===== config.mk =====
export PLATFORM = sky130hd
export DESIGN_NAME = get_trig_vals_lut_reader
export DESIGN_NICKNAME = d
export VERILOG_FILES = /design/src/rtl/trig_lut_pkg.sv /design/src/rtl/trig_quadrant_map.sv /design/src/rtl/get_trig_vals_lut_reader.sv
export SDC_FILE = /design/constraint.sdc
export NUM_CORES = 1
export LEC_CHECK = 0
export ABC_AREA = 1
export CAP_MARGIN = 30
export CORE_MARGIN = 2
export CORE_UTILIZATION = 40
export DETAILED_ROUTE_END_ITERATION = 10
export GPL_ROUTABILITY_DRIVEN = 0
export GPL_TIMING_DRIVEN = 0
export MAX_ROUTING_LAYER = met4
export PLACE_DENSITY = 0.71
export SYNTH_ARGS = -nofsm -noshare
export SYNTH_HDL_FRONTEND = slang
export SYNTH_SLANG_ARGS = --single-unit

===== constraint.sdc =====
create_clock -name clk -period 4 [get_ports clk]
set_input_delay 1.2 -clock clk [delete_from_list [all_inputs] [get_ports clk]]
set_output_delay 1.2 -clock clk [all_outputs]
set_load 0.1 [all_outputs]

===== src/rtl/trig_lut_pkg.sv =====
// Shared quadrant encoding and full-scale helper for the quarter-wave trig LUT reader.
package trig_lut_pkg;

  typedef enum logic [1:0] {
    QUAD_I   = 2'd0,
    QUAD_II  = 2'd1,
    QUAD_III = 2'd2,
    QUAD_IV  = 2'd3
  } quad_e;

  // Per-lookup sideband that rides alongside the ROM read.
  typedef struct packed {
    logic neg;
    logic ovr;
  } side_t;

  function automatic logic [63:0] full_scale(input int unsigned dwidth);
    return (64'd1 << dwidth) - 64'd1;
  endfunction

  // Cosine is sine advanced by one quadrant.
  function automatic logic [1:0] cos_quad(input logic [1:0] q);
    return q + 2'd1;
  endfunction

endpackage


===== src/rtl/trig_quadrant_map.sv =====
// Maps (quadrant, index) onto a quarter-wave ROM address plus sign and full-scale override.
module trig_quadrant_map
  import trig_lut_pkg::*;
#(
  parameter int AWIDTH = 8
) (
  input  logic [1:0]        i_quad,
  input  logic [AWIDTH-1:0] i_idx,
  output logic [AWIDTH-1:0] o_addr,
  output side_t             o_side
);

  logic [AWIDTH-1:0] w_mirror;
  logic              w_idx_zero;

  // 2^AWIDTH - i, modulo the table size; the i=0 case is handled by the override.
  assign w_mirror   = ~i_idx + AWIDTH'(1);
  assign w_idx_zero = (i_idx == '0);

  always_comb begin
    o_addr     = i_idx;
    o_side.neg = 1'b0;
    o_side.ovr = 1'b0;
    case (quad_e'(i_quad))
      QUAD_I: begin
        o_addr = i_idx;
      end
      QUAD_II: begin
        o_side.ovr = w_idx_zero;
        o_addr     = w_idx_zero ? '0 : w_mirror;
      end
      QUAD_III: begin
        o_side.neg = 1'b1;
        o_addr     = i_idx;
      end
      QUAD_IV: begin
        o_side.neg = 1'b1;
        o_side.ovr = w_idx_zero;
        o_addr     = w_idx_zero ? '0 : w_mirror;
      end
      default: begin
        o_addr = i_idx;
      end
    endcase
  end

endmodule


===== src/rtl/get_trig_vals_lut_reader.sv =====
// Sine/cosine reader over an external dual-port quarter-wave ROM; 2-cycle latency, global-stall pipeline.
module get_trig_vals_lut_reader
  import trig_lut_pkg::*;
#(
  parameter int PWIDTH = 10,
  parameter int AWIDTH = 8,
  parameter int DWIDTH = 16
) (
  input  logic              clk,
  input  logic              reset,
  input  logic [PWIDTH-1:0] phase_in,
  input  logic              in_valid,
  output logic              in_ready,
  output logic [AWIDTH-1:0] addr0,
  output logic              ce0,
  input  logic [DWIDTH-1:0] q0,
  output logic [AWIDTH-1:0] addr1,
  output logic              ce1,
  input  logic [DWIDTH-1:0] q1,
  output logic [DWIDTH:0]   sin_out,
  output logic [DWIDTH:0]   cos_out,
  output logic              out_valid,
  input  logic              out_ready
);

  localparam logic [DWIDTH-1:0] MAX = DWIDTH'(full_scale(DWIDTH));

  logic              w_en;
  logic              w_ce;
  logic [1:0]        w_quad_s;
  logic [1:0]        w_quad_c;
  logic [AWIDTH-1:0] w_idx;
  logic [AWIDTH-1:0] w_addr_s;
  logic [AWIDTH-1:0] w_addr_c;
  side_t             w_side_s;
  side_t             w_side_c;

  logic              r_v1;
  side_t             r_side_s;
  side_t             r_side_c;
  logic              r_out_valid;
  logic [DWIDTH:0]   r_sin;
  logic [DWIDTH:0]   r_cos;

  // Single enable for every stage: the output slot is free or being drained.
  assign w_en     = ~r_out_valid | out_ready;
  assign in_ready = w_en;
  assign w_ce     = w_en & in_valid & ~reset;

  assign w_quad_s = phase_in[PWIDTH-1 -: 2];
  assign w_quad_c = cos_quad(w_quad_s);
  assign w_idx    = phase_in[AWIDTH-1:0];

  trig_quadrant_map #(.AWIDTH(AWIDTH)) u_map_sin (
    .i_quad (w_quad_s),
    .i_idx  (w_idx),
    .o_addr (w_addr_s),
    .o_side (w_side_s)
  );

  trig_quadrant_map #(.AWIDTH(AWIDTH)) u_map_cos (
    .i_quad (w_quad_c),
    .i_idx  (w_idx),
    .o_addr (w_addr_c),
    .o_side (w_side_c)
  );

  // Stage A: ROM request.
  assign ce0   = w_ce;
  assign ce1   = w_ce;
  assign addr0 = reset ? '0 : w_addr_s;
  assign addr1 = reset ? '0 : w_addr_c;

  function automatic logic [DWIDTH:0] apply_sign(input logic [DWIDTH-1:0] q, input side_t s);
    logic [DWIDTH:0] ext;
    ext = {1'b0, (s.ovr ? MAX : q)};
    return s.neg ? -ext : ext;
  endfunction

  // Stage B: ROM data lands; sideband tracks it so both leave the ROM cycle together.
  always_ff @(posedge clk or posedge reset) begin
    if (reset) begin
      r_v1     <= 1'b0;
      r_side_s <= '0;
      r_side_c <= '0;
    end else if (w_en) begin
      r_v1     <= in_valid;
      r_side_s <= w_side_s;
      r_side_c <= w_side_c;
    end
  end

  // Stage C: signed results held until consumed.
  always_ff @(posedge clk or posedge reset) begin
    if (reset) begin
      r_out_valid <= 1'b0;
      r_sin       <= '0;
      r_cos       <= '0;
    end else if (w_en) begin
      r_out_valid <= r_v1;
      r_sin       <= apply_sign(q0, r_side_s);
      r_cos       <= apply_sign(q1, r_side_c);
    end
  end

  assign out_valid = r_out_valid;
  assign sin_out   = r_sin;
  assign cos_out   = r_cos;

endmodule


==> run_results.csv, run 1 <==
group,metric,value,unit
critical_path,worstSetupStartpointType,"input port",
critical_path,cp_cell_sequence,"clkdlybuf4s50_1 > nor2_1 > inv_1 > buf_4 > clkdlybuf4s15_2",
routing,drt_pass1_iterations,4,
synth,yosysUniqueCellTypes,31,
synth,post_synth.cell_area_avg,6.76,sq um
floorplan,die_w,90.7,microns
timing,rsz0062_at_grt,"false",
global_routing,gr-usage-all-layers,22.5,%
critical_path,worstPathArrival,2710,ps
worst_hold_path,holdPathEnd,"out_valid$_DFFE_PP0N_",
clock_tree,cts_tree,"built",
place,portBuffers,99,
critical_path,rr_worst_depth,11,
routing,route.detailed.wl_per_inst,13.6,microns
place,dpl.hpwl,6650,microns
routing,avgViaCountPerCell,4.97,
power_and_ir_drop,powerDensity,464,mW/mm^2
synth,synthCells,445,
timing,whs,469,ps
synth,synth.most_common_cell,"nand2_1",
routing,first_iter_violations,143,
synth,synthArstFlopShare,100,%
clock_tree,insertion_delay,290,ps
floorplan,dieArea,0.00823,sq mm
worst_hold_path,hold_depth,1,
timing,fin_crit,3910,ps
timing,slew_headroom,32.2,%
synth,synth_edf_count,0,
synth,yosys-top-cells-count,"nand2_1 (133), inv_1 (46), nor2_1 (45)",
timing,fmax,256,MHz
clock_tree,htreeDepth,2,
place,dp_cells,643,
global_routing,grt_start_max_net_pins,26,
timing,final-setup-viol-count,0,
run,cap_violations,0,
timing,report.final.slew_viol_count,0,
synth,ys_ff_latch,40,
floorplan,row_count,31,
critical_path,critPathMaxStageDelay,570,ps
routing,drt-total-wl,8980,microns
clock_tree,numCtsBuffers,5,
synth,synthesis.nets,499,
floorplan,core,0.00725,sq mm
cells_and_area,layout.nets,616,
floorplan,start_util,41.5,%
timing,worst_pin_slew,1010,ps
routing,ant_nets,0,
critical_path,cp_slowest_cell,"clkdlybuf4s15_2",
power_and_ir_drop,p_leak,2.25,nW
critical_path,cp-end-kind,"output port",
timing,final-hold-violation-count,0,
synth,synth_top_cell_area_share,33.3,%
timing,post-route-period-util,97.7,%
synth,synthTopCellsByArea,"dfrtp_1 (33%), nand2_1 (17%), o21ai_0 (7.0%)",
critical_path,critPathKind,"in2out",
status,status,"finished clean",
worst_hold_path,min_from,"r_v1$_DFFE_PP0N_",
critical_path,required,2800,ps
floorplan,ios,100,
floorplan,die_h,90.7,microns
critical_path,r2r_start,"r_side_s[0]$_DFFE_PP0N_",
global_routing,grt_pass1_wl,15000,microns
routing,num_vias,3291,
power_and_ir_drop,ir_drop,0.000272,V
synth,yosysWarningCount,0,
routing,drc,0,
global_routing,grt_overflow,0,
clock_tree,clk_path_buf_depth,2,
cells_and_area,drive_gt1_share,22.6,%
critical_path,worstPathMaxFanout,10,
global_routing,grt_antenna_before_repair,0,
synth,ys.flop_type,"dfrtp_1",
clock_tree,clkTransAtPathRegs,80,ps
worst_hold_path,hold_path_class,"reg2reg",
cells_and_area,synthToLayoutAreaGrowth,56.4,%
timing,clock_skew,5.16,ps
synth,synth_area,0.00301,sq mm
critical_path,r2r_end,"sin_out[14]$_DFFE_PP0N_",
critical_path,r2r_slack,2070,ps
synth,yosysSeqAreaShare,33.3,%
cells_and_area,antennaDiodeCount,0,
clock_tree,root_buffer,"clkbuf_8",
clock_tree,clock-sinks,40,
global_routing,grt_pass1_vias,3180,
synth,synth_largest_area_cell,"dfrtp_1",
cells_and_area,instances_no_fill,662,
==> critical path, delay by kind of cell <==
family        cells  cell delay [ps]
simple gates      1               60
buf+inv           4             1440
==> how the worst max path moves through the flow <==
stage | endpoint | depth (start not counted) | from | slack (ps)
final | in_ready | 5 | out_ready | 90
after global placement | addr1[5] | 6 | reset | -1380
after CTS | ce0 | 5 | out_ready | 1
after floorplan | addr1[0] | 9 | phase_in[0] | -270
after global routing | in_ready | 5 | out_ready | 30
after detailed placement | addr0[3] | 6 | reset | -1390
==> cells by family after synthesis <==
logic type / Yosys count / synth area share (%)
XOR/XNOR: 10 / 2.91
adder cells (fa/ha/maj): 8 / 3.33
AO/OA/AOI/OAI: 65 / 11.5
AND/OR/NAND/NOR: 257 / 39.1
flip-flops: 40 / 33.3
buffers and inverters: 65 / 9.90
==> flip-flops by register name, indices dropped and copies added (netlist names) <==
| signal | count |
|---|---|
| cos_out | 17 |
| out_valid | 1 |
| r_side_c | 2 |
| r_side_s | 2 |
| r_v1 | 1 |
| sin_out | 17 |
==> routing by layer <==
metal	GRT usage, %	vias up	share of wire (%)
li1	-	1655	-
met1	27.6	1525	44
met2	37.5	98	49
met3	5.01	13	5.8
met4	6.03	0	1.4
met5	-	-	0
==> through the flow <==
| step | worst slack (ps) | utilization [%] | cell area [sq um] | setup TNS (ps) | total power [mW] |
|---|---|---|---|---|---|
| floorplan | -268 | - | 3140 | -718 | 1.49 |
| global placement | -1380 | 58.7 | 4260 | -22190 | 1.80 |
| detailed placement | -1390 | 58.7 | 4260 | -22310 | 1.81 |
| CTS | 1.14 | 63.8 | 4620 | 0 | 2.18 |
| global route | 31.5 | 64.9 | 4700 | 0 | 2.28 |
| finish | 92.5 | 64.9 | 4700 | 0 | 2.18 |
==> timing repair <==
action                                 4_1_cts  5_1_grt
hold buffers                                 0        0
setup endpoints to repair                   19       14
gates cloned                                 1        0
pin swaps                                    6        6
endpoints found under the hold margin        0        0
resized for setup                          184       19
setup buffers                                6        5
==> final cells by class <==
cell class              count  area [sq um]
flip-flops and latches     40          1000
plain buffers              16           159
well taps                  99           124
fillers                   646          2550
multi-input cells         340          2000
repair buffers            111          1140
inverters                  48           180
clock buffers               6          72.6
clock inverters             2          35.0
==> power by group <==
| group | switching [mW] | internal (mW) | total [mW] |
|---|---|---|---|
| logic | 0.979 | 0.334 | 1.31 |
| clock network | 0.146 | 0.185 | 0.331 |
| registers | 0.0550 | 0.485 | 0.540 |
==> cells in the final DEF (no fill, tap or decap), types with 10 or more instances in the layout <==
cell	netlist	routed
buf_4	3	16
clkdlybuf4s50_1	0	70
dfrtp_1	40	40
inv_1	46	43
nand2_1	133	132
nand3_1	37	34
nor2_1	45	36
nor2_4	10	18
o21ai_0	42	32
o21ai_2	4	10
Note: power is estimated with default switching activity, not from simulation.
==> run 2, diff against run 1 <==
Settings changed: PLACE_DENSITY 0.71 to 0.83.
==> run 2 against run 1 <==
Effect of this change:
- critical path depth stayed put
- core utilization is 0.93 points lower
- worst hold slack hardly changed
- register-to-register slack worse by 30 ps
- non-clock buffer count is 5 lower
- count of clock-buffer cells in the layout is 1 higher
- first-iteration DRC count is 8.4% higher
- cell count is 0.91% lower
==> run_results.csv, run 2 (synthesized netlist as in run 1, its figures left out) <==
group,metric,value,unit
timing,clock_skew,4.94,ps
clock_tree,cts_tree,"built",
clock_tree,clk_path_buf_depth,2,
routing,first_iter_violations,155,
clock_tree,clkTransAtPathRegs,80,ps
clock_tree,numCtsBuffers,5,
critical_path,critPathKind,"in2out",
floorplan,ios,100,
timing,final-hold-violation-count,0,
place,place_ws,-1430,ps
clock_tree,clock-sinks,40,
global_routing,grt_pass1_vias,3325,
floorplan,core,0.00725,sq mm
routing,num_vias,3375,
routing,ant_nets,0,
clock_tree,htreeDepth,2,
global_routing,grt_overflow,0,
floorplan,dieArea,0.00823,sq mm
run,cap_violations,0,
power_and_ir_drop,clkPwrFrac,13.6,%
critical_path,worstPathArrival,2720,ps
routing,avgViaCountPerCell,5.14,
timing,fmax,255,MHz
power_and_ir_drop,power_frac_comb,61.2,%
place,portBuffers,99,
cells_and_area,final_common_cell,"nand2_1",
power_and_ir_drop,p_sw_share,54.9,%
worst_hold_path,hold_path_class,"reg2reg",
cells_and_area,antennaDiodeCount,0,
timing,finalWorstSetupSlack,75.8,ps
clock_tree,insertion_delay,290,ps
cells_and_area,drive_gt1_share,21.9,%
power_and_ir_drop,p_leak,2.20,nW
critical_path,critPathMaxStageDelay,560,ps
timing,fin_crit,3920,ps
routing,drt-total-wl,9520,microns
clock_tree,hold_buffers,0,
floorplan,die_w,90.7,microns
critical_path,rr_worst_depth,11,
routing,route.detailed.wl_per_inst,14.5,microns
critical_path,worstSetupStartpointType,"input port",
timing,post-route-period-util,98.1,%
power_and_ir_drop,ir_drop,0.000188,V
routing,drc,0,
timing,final-setup-viol-count,0,
global_routing,grt_pass1_wl,15300,microns
cells_and_area,instances_no_fill,656,
global_routing,gr-usage-all-layers,23.3,%
cells_and_area,synthToLayoutAreaGrowth,54.2,%
power_and_ir_drop,p_int,970,uW
timing,report.final.slew_viol_count,0,
critical_path,cp-end-kind,"output port",
floorplan,start_util,41.5,%
routing,drt_pass1_iterations,5,
place,dp_cells,643,
floorplan,die_h,90.7,microns
power_and_ir_drop,total_power,2.15,mW
critical_path,cp_cell_sequence,"clkdlybuf4s50_1 > nor2_1 > inv_1 > buf_4 > clkdlybuf4s18_2",
critical_path,worstPathMaxFanout,10,
cells_and_area,layout.nets,611,
clock_tree,root_buffer,"clkbuf_8",
power_and_ir_drop,seq_power_share,25.2,%
global_routing,grt_antenna_before_repair,0,
timing,worst_pin_slew,1010,ps
critical_path,cp_slowest_cell,"clkdlybuf4s18_2",
global_routing,grt_start_max_net_pins,26,
place,dpl.hpwl,6910,microns
worst_hold_path,hold_depth,1,
critical_path,required,2800,ps
power_and_ir_drop,switchingPower,1.18,mW
timing,slew_headroom,32.3,%
cells_and_area,layout.cells.most_common_list,"nand2_1 (132), clkdlybuf4s50_1 (71), inv_1 (43)",
power_and_ir_drop,powerDensity,464,mW/mm^2
status,status,"finished clean",
floorplan,row_count,31,
==> run 2: changes by cell type in the layout (fill, tap and decap cells not counted), sizes merged <==
cell,before,now
buf,37,34
dlymetal6s2s,5,2
clkbuf,17,15
dlygate4sd2,3,5
bufinv,1,0
clkdlybuf4s18,0,1
clkdlybuf4s50,70,71
clkinv,1,0
==> run 2: worst paths after layout <==
path                                          from                 endpoint  slack, ps
min reg2reg                       r_v1$_DFFE_PP0N_    out_valid$_DFFE_PP0N_        470
min in group asynchronous                    reset   cos_out[9]$_DFFE_PP0N_       1240
min                               r_v1$_DFFE_PP0N_    out_valid$_DFFE_PP0N_        470
max in group asynchronous                    reset  sin_out[10]$_DFFE_PP0N_       2560
max                                      out_ready                 in_ready         80
max reg2reg                r_side_s[0]$_DFFE_PP0N_  sin_out[12]$_DFFE_PP0N_       2040
==> run 2: layout make-up <==
class	count	area [sq um]
buffer	16	166
tap	99	124
sequential	40	1000
fill	638	2620
clock buffer	7	96.3
multi-input combinational	340	1980
inverter	48	180
timing repair buffer	106	1090
==> run 2: power by group through the flow <==
stage,Clock [mW],Combinational (mW),Sequential [mW]
CTS,0.298,1.31,0.541
global route,0.315,1.37,0.551
global placement,0,1.25,0.544
detailed placement,0,1.27,0.549
floorplan,0,0.384,1.11
finish,0.293,1.32,0.541
==> run 2: timing repair <==
item,in CTS,in global routing
buffers inserted,4,2
endpoints found under the hold margin,0,0
endpoints found under the setup margin,19,15
pin swaps,7,6
resized for setup,185,17
gates cloned,1,0
==> run 2: layer usage <==
layer	vias up	track usage [%]	share of wire, %
li1	1641	-	-
met1	1568	28.0	41
met2	152	40.0	50
met3	14	4.09	7.0
met4	0	6.92	1.9
met5	-	-	0
==> run 2: critical path, delay by kind of cell <==
kind	cells	cell delay (ps)
AND/OR/NAND/NOR	1	80
buffers and inverters	4	1440
==> run 2: stage by stage <==
stage	utilization [%]	cell area, sq um	hold slack [ps]	setup TNS (ps)
floorplan	-	3140	440	-718
global placement	58.7	4260	447	-21970
detailed placement	58.7	4260	449	-22700
CTS	63.4	4600	471	0
global route	63.9	4640	493	-6.14
finish	63.9	4640	469	0
